--- config.mk ---
export PLATFORM = sky130hd
export DESIGN_NAME = ysyx_23060025_icache_assoc
export DESIGN_NICKNAME = d
export VERILOG_FILES = /design/src/rtl/ysyx_23060025_icache_assoc.sv
export SDC_FILE = /design/constraint.sdc
export NUM_CORES = 2
export LEC_CHECK = 0
export CORE_ASPECT_RATIO = 0.5
export CORE_MARGIN = 1
export CORE_UTILIZATION = 25
export CTS_BUF_LIST = sky130_fd_sc_hd__clkbuf_8
export CTS_CLUSTER_DIAMETER = 80
export DETAILED_ROUTE_END_ITERATION = 10
export MAX_ROUTING_LAYER = met4
export SLEW_MARGIN = 30
export SYNTH_ARGS = -nofsm -noshare
export SYNTH_HDL_FRONTEND = slang
export SYNTH_SLANG_ARGS = --single-unit
export TNS_END_PERCENT = 5
--- constraint.sdc ---
create_clock -name clock -period 6.1 [get_ports clock]
set_input_delay 1.525 -clock clock [delete_from_list [all_inputs] [get_ports clock]]
set_output_delay 1.525 -clock clock [all_outputs]
set_load 0.01 [all_outputs]
--- src/rtl/ysyx_23060025_icache_assoc.sv ---
// ysyx_23060025_icache_assoc
//   N-way set-associative instruction cache between the IFU and an AXI read master.
//   Hits are served from the tag/data arrays. A miss refills the whole line with one
//   INCR burst into the chosen victim way. Fetches inside the uncached window skip the
//   arrays and use a single-beat read. fence.i clears every valid bit.
// Ports
//   clock, reset          : clock, synchronous active-high reset
//   in_paddr/in_psel      : fetch request (address held until in_pready)
//   in_pready/in_prdata   : one-cycle response pulse and instruction word
//   in_fence_flag/_done   : invalidate request and one-cycle completion pulse
//   out_ar*               : AXI read address channel
//   out_r*                : AXI read data channel
module ysyx_23060025_icache_assoc #(
    parameter int unsigned           ADDR_WIDTH = 32,
    parameter int unsigned           WAYS       = 2,
    parameter int unsigned           SET_ADDR_W = 2,
    parameter int unsigned           LINE_OFF_W = 4,
    parameter logic [ADDR_WIDTH-1:0] UNC_BASE   = 32'h0F00_0000,
    parameter logic [ADDR_WIDTH-1:0] UNC_MASK   = 32'hFF00_0000
) (
    input  logic                  clock,
    input  logic                  reset,
    input  logic [ADDR_WIDTH-1:0] in_paddr,
    input  logic                  in_psel,
    output logic                  in_pready,
    output logic [31:0]           in_prdata,
    input  logic                  in_fence_flag,
    output logic                  in_fence_done,
    output logic [ADDR_WIDTH-1:0] out_araddr,
    output logic                  out_arvalid,
    input  logic                  out_arready,
    output logic [7:0]            out_arlen,
    output logic [2:0]            out_arsize,
    output logic [1:0]            out_arburst,
    input  logic                  out_rvalid,
    input  logic                  out_rlast,
    input  logic [31:0]           out_rdata,
    output logic                  out_rready
);

    localparam int unsigned SETS   = 1 << SET_ADDR_W;
    localparam int unsigned BEATS  = 1 << (LINE_OFF_W - 2);
    localparam int unsigned BEAT_W = (LINE_OFF_W > 2) ? (LINE_OFF_W - 2) : 1;
    localparam int unsigned WAY_W  = (WAYS > 1) ? $clog2(WAYS) : 1;
    localparam int unsigned TAG_W  = ADDR_WIDTH - SET_ADDR_W - LINE_OFF_W;

    typedef enum logic [2:0] {
        S_IDLE,
        S_CHECK,
        S_AR,
        S_LOAD,
        S_UPDATE,
        S_PASS,
        S_FENCE
    } state_t;

    state_t state_q, state_d;

    // Cache storage: valid bits and RR pointers are reset, tag/data arrays are not.
    logic [WAYS-1:0]  valid_q  [SETS];
    logic [WAY_W-1:0] rr_q     [SETS];
    logic [TAG_W-1:0] tag_mem  [WAYS][SETS];
    logic [31:0]      data_mem [WAYS][SETS][BEATS];

    // Request captured in CHECK and held until the response.
    logic              unc_q;
    logic [TAG_W-1:0]  tag_r;
    logic [SET_ADDR_W-1:0] set_r;
    logic [BEAT_W-1:0] word_r;
    logic [WAY_W-1:0]  victim_r;
    logic [BEAT_W-1:0] beat_q;
    logic [31:0]       bypass_q;

    // Request address decode.
    logic [TAG_W-1:0]      req_tag;
    logic [SET_ADDR_W-1:0] req_set;
    logic [BEAT_W-1:0]     req_word;
    logic                  req_unc;

    assign req_tag  = in_paddr[ADDR_WIDTH-1 -: TAG_W];
    assign req_set  = in_paddr[LINE_OFF_W +: SET_ADDR_W];
    assign req_word = in_paddr[2 +: BEAT_W];
    assign req_unc  = (in_paddr & UNC_MASK) == UNC_BASE;

    assign out_arsize  = 3'b010;
    assign out_arburst = 2'b01;

    // Parallel tag compare across all ways of the addressed set.
    logic [WAYS-1:0]  hit_vec;
    logic             hit;
    logic [WAY_W-1:0] hit_way;

    always_comb begin
        hit_vec = '0;
        hit     = 1'b0;
        hit_way = '0;
        for (int w = 0; w < WAYS; w++) begin
            if (valid_q[req_set][w] && (tag_mem[w][req_set] == req_tag)) begin
                hit_vec[w] = 1'b1;
                hit        = 1'b1;
                hit_way    = WAY_W'(w);
            end
        end
    end

    // Victim: lowest-index invalid way, otherwise the set's round-robin pointer.
    logic [WAY_W-1:0] victim;
    logic             found_free;

    always_comb begin
        victim     = rr_q[req_set];
        found_free = 1'b0;
        for (int w = 0; w < WAYS; w++) begin
            if (!found_free && !valid_q[req_set][w]) begin
                victim     = WAY_W'(w);
                found_free = 1'b1;
            end
        end
    end

    // State register.
    always_ff @(posedge clock) begin
        if (reset) begin
            state_q <= S_IDLE;
        end else begin
            state_q <= state_d;
        end
    end

    // Next-state logic.
    always_comb begin
        state_d = state_q;
        case (state_q)
            S_IDLE: begin
                if (in_psel) begin
                    state_d = S_CHECK;
                end else if (in_fence_flag) begin
                    state_d = S_FENCE;
                end
            end
            S_CHECK:  state_d = (req_unc || !hit) ? S_AR : S_PASS;
            S_AR:     if (out_arready) state_d = S_LOAD;
            S_LOAD:   if (out_rvalid && out_rlast) state_d = S_UPDATE;
            S_UPDATE: state_d = S_PASS;
            S_PASS:   state_d = in_psel ? S_CHECK : S_IDLE;
            S_FENCE:  state_d = S_IDLE;
            default:  state_d = S_IDLE;
        endcase
    end

    // Registered outputs, request capture, valid bits and RR pointers.
    always_ff @(posedge clock) begin
        if (reset) begin
            for (int s = 0; s < SETS; s++) begin
                valid_q[s] <= '0;
                rr_q[s]    <= '0;
            end
            beat_q        <= '0;
            in_pready     <= 1'b0;
            in_fence_done <= 1'b0;
            out_arvalid   <= 1'b0;
            out_rready    <= 1'b0;
            out_araddr    <= '0;
            out_arlen     <= '0;
            in_prdata     <= '0;
            unc_q         <= 1'b0;
            tag_r         <= '0;
            set_r         <= '0;
            word_r        <= '0;
            victim_r      <= '0;
            bypass_q      <= '0;
        end else begin
            in_pready     <= (state_d == S_PASS);
            in_fence_done <= (state_d == S_FENCE);
            out_arvalid   <= (state_d == S_AR);
            out_rready    <= (state_d == S_LOAD);
            case (state_q)
                S_CHECK: begin
                    unc_q    <= req_unc;
                    tag_r    <= req_tag;
                    set_r    <= req_set;
                    word_r   <= req_word;
                    victim_r <= victim;
                    if (req_unc) begin
                        out_araddr <= in_paddr;
                        out_arlen  <= 8'd0;
                    end else begin
                        out_araddr <= {req_tag, req_set, LINE_OFF_W'(0)};
                        out_arlen  <= 8'(BEATS - 1);
                    end
                    if (!req_unc && hit) begin
                        in_prdata <= data_mem[hit_way][req_set][req_word];
                    end
                end
                S_LOAD: begin
                    if (out_rvalid) begin
                        if (unc_q) begin
                            bypass_q <= out_rdata;
                        end
                        beat_q <= out_rlast ? '0 : BEAT_W'(beat_q + 1'b1);
                    end
                end
                S_UPDATE: begin
                    if (!unc_q) begin
                        valid_q[set_r][victim_r] <= 1'b1;
                        rr_q[set_r] <= WAY_W'((32'(rr_q[set_r]) + 32'd1) % WAYS);
                    end
                    in_prdata <= unc_q ? bypass_q : data_mem[victim_r][set_r][word_r];
                end
                S_FENCE: begin
                    for (int s = 0; s < SETS; s++) begin
                        valid_q[s] <= '0;
                        rr_q[s]    <= '0;
                    end
                end
                default: ;
            endcase
        end
    end

    // Tag/data arrays; refill beats go straight into the victim way's line.
    always_ff @(posedge clock) begin
        if (state_q == S_LOAD && out_rvalid && !unc_q) begin
            data_mem[victim_r][set_r][beat_q] <= out_rdata;
        end
        if (state_q == S_UPDATE && !unc_q) begin
            tag_mem[victim_r][set_r] <= tag_r;
        end
    end

    // Design-error checks: multi-way hit, misplaced rlast, misaligned fetch.
    always_ff @(posedge clock) begin
        if (!reset) begin
            if (state_q == S_CHECK && !req_unc) begin
                assert ($onehot0(hit_vec));
            end
            if (state_q == S_LOAD && out_rvalid && out_rlast) begin
                assert (beat_q == (unc_q ? '0 : BEAT_W'(BEATS - 1)));
            end
            if (in_psel) begin
                assert (in_paddr[1:0] == 2'b00);
            end
        end
    end

endmodule

==> impl_metrics.tcl <==
set metrics [dict create \
    status "completed" \
    async_flop_share 0 \
    drcViolationCount 0 \
    cts-root-buf "clkbuf_8" \
    dr.pass1.iters 9 \
    worst_pin_slew_ns 1.058 \
    grt_first_pass_wirelength_um 291200 \
    synth_cell_types 76 \
    clock_path_buffers 3 \
    core_area_um2 240700 \
    wirelength_um 206500 \
    critPathMaxStageDelay_ns 0.59 \
    post-route-min-period_ns 4.854 \
    cp_cell_sequence "buf_6, mux2_2, and3_1, or4_1, nor4_1, nand4_1, buf_4, nor2_8, buf_12, mux4_2, o22ai_1, a211o_1, nor4_2" \
    rr_startpoint "tag_mem[1][63]" \
    min_from "out_araddr[2]" \
    setup_tns_ns 0 \
    yosysTopAreaCellShare 0.6105 \
    worst-path-buf-inv 3 \
    cts_hold_buf 0 \
    final_area_um2 71130 \
    syn_area_um2 60790 \
    synth_sequential_area_ratio 0.6504 \
    setup_viol 0 \
    synth_common_cells "edfxtp_1, mux4_2, nand2_1" \
    post-cts-setup-buffers 0 \
    yosys_warnings 0 \
    drive_above_1_share 0.2575 \
    dpl_cell_area_um2 66750 \
    start_util 0.2525 \
    post_cts_resized 0 \
    rsz0062_at_grt "no" \
    rr_endpoint "in_prdata[24]" \
    grtUsageTotal 0.1682 \
    routabilityCongestion 0.8694 \
    die_w_um 699.4 \
    clk_pin_slew_ns 0.06 \
    r2r_slack_ns 2.04 \
    dpl.hpwl_um 117700 \
    p_leak_nw 21.60 \
    finalHoldViolCount 0 \
    drv_slew 0 \
    arrival_ns 5.69 \
    cap_viol_max_count 0 \
    gr-total-overflow 0 \
    cts_made_buffers 213 \
    cp-start-kind "primary input" \
    clkLatencyLatePin_ns 0.94 \
    wl_per_cell_um 28.16 \
    whs_endpoint "out_araddr[2]" \
    nets 3982 \
    r2r_cells 12 \
    grt_max_degree 91 \
    drt_first_iter_violations 5896 \
    avgSynthCellArea_um2 16.45 \
    min_path_cells 2 \
    die-area_um2 245300 \
    critPathMaxFanout 53 \
    power_density_nw_per_um2 284.5 \
    end_kind "flip-flop" \
    critPathKind "in2reg" \
    io_buffers 140 \
    post-synth-top-area-cell "edfxtp_1" \
    cp_slowest_cell "mux4_2" \
    num_rows 127 \
    fillers 23530 \
    vdd_drop_max_mv 0.1475 \
    num_vias 39460 \
    finalCritPeriodShare 0.7958 \
    cts_sinks 1357 \
    grt_pass1_vias 39860 \
    finClkSkew_ns 0.05312 \
    antenna_found_initial 23 \
    yosysMostFrequentCell "edfxtp_1" \
    io_pins 152 \
    synth_edf_count 1236 \
    synthCells 3696 \
    fp.dieH_um 350.7 \
    tritoncts "built" \
    syn2layout_area_growth_pct 17.01 \
    htree_levels 4 \
    via_per_inst 5.380 \
    ys_seq_elements 1357 \
    path_delay_family "simple AND/OR/NAND/NOR gates" \
    max_freq_ghz 0.2060 \
    synthFlopType "edfxtp_1" \
    slew_headroom 0.2948 \
    required_ns 6.93 \
    synthTopCellsByArea "edfxtp_1, mux4_2, dfxtp_1, o22ai_1, o21ai_0" \
    hold_class "reg2reg" \
    ant_nets 0 \
]
logic make-up after synthesis:
kind of cell / share of synthesized area
adder cells (fa/ha/maj): 0.0008233
multiplexers: 0.1804
flip-flops: 0.6504
XOR/XNOR: 0.005763
AO/OA/AOI/OAI: 0.07331
other: 0.0001235
buffers and inverters: 0.02805
AND/OR/NAND/NOR: 0.06115
per-layer routing:
layer	GRT usage	routed length, um
met5	-	0
met4	0.08644	11540
met3	0.04737	24770
met2	0.2639	95230
met1	0.1986	74980
flip-flops by register name, summed over array words and instances (netlist names), named ones only:
register / flops
beat_q: 2
bypass_q: 32
data_mem: 1024
in_fence_done: 1
in_prdata: 32
in_pready: 1
out_araddr: 32
out_arlen: 1
out_arvalid: 1
out_rready: 1
rr_q: 4
state_q: 3
tag_mem: 208
unc_q: 1
valid_q: 8
victim_r: 1
word_r: 2
area by class of cell:
class | count | area (um2) | area share
sequential | 1357 | 39550 | 0.5559
multi-input combinational | 2027 | 20000 | 0.2812
tap | 3225 | 4035 | 0.05673
clock buffer | 248 | 3413 | 0.04798
timing repair buffer | 297 | 2985 | 0.04197
clock inverter | 157 | 1080 | 0.01518
inverter | 11 | 41.29 | 0.0005804
antenna | 13 | 32.53 | 0.0004573
worst reg2reg max path, delay by kind of cell, from the launching register on:
family	cells	cell delay [ns]
flops	1	0.37
compound gates	2	0.38
simple gates	6	1.60
mux	2	0.96
buf+inv	2	0.68
power by group:
group,internal [W],switching [W]
Combinational,0.000769,0.00101
Sequential,0.0103,0.000173
Clock,0.00426,0.00377
stage by stage:
step / power (W) / hold slack [ns] / setup slack [ns] / util / std cells
after floorplan: 0.01159 / 0.4337 / 1.408 / - / 3705
after global placement: 0.01235 / 0.4375 / 0.2998 / 0.2762 / 6906
after detailed placement: 0.01239 / 0.4449 / 0.3404 / 0.2773 / 6917
after CTS: 0.02032 / 0.4531 / 1.345 / 0.2960 / 7322
after global routing: 0.02080 / 0.4710 / 1.173 / 0.2955 / 7333
final: 0.02024 / 0.4538 / 1.246 / 0.2955 / 7335
worst max path at each step:
| stage | startpoint | end | slack [ns] | cells past startpoint |
|---|---|---|---|---|
| 4_1_cts | in_paddr[5] | in_prdata[24] | 1.35 | 13 |
| 6_report | in_paddr[5] | in_prdata[24] | 1.25 | 13 |
| 2_1_floorplan | in_paddr[5] | in_prdata[16] | 1.41 | 15 |
| 5_1_grt | in_paddr[5] | in_prdata[29] | 1.17 | 14 |
| 3_5_place_dp | in_paddr[5] | in_prdata[24] | 0.34 | 13 |
| 3_3_place_gp | in_paddr[5] | in_prdata[24] | 0.30 | 13 |
layout by cell type, fill, tap and decap left out, drive strengths merged, types with 44 or more instances in the layout:
| cell | instances |
|---|---|
| edfxtp | 1236 |
| mux4 | 457 |
| clkbuf | 248 |
| nand2 | 212 |
| o21ai | 192 |
| buf | 192 |
| a21oi | 163 |
| o22ai | 160 |
| nor2 | 146 |
| dfxtp | 121 |
| nand3 | 111 |
| clkdlybuf4s50 | 105 |
| nor3 | 87 |
| inv | 77 |
| clkinv | 73 |
| mux2i | 59 |
| and3 | 51 |
| or3 | 46 |
| a211o | 44 |
Note: power is estimated with default switching activity, not from simulation.
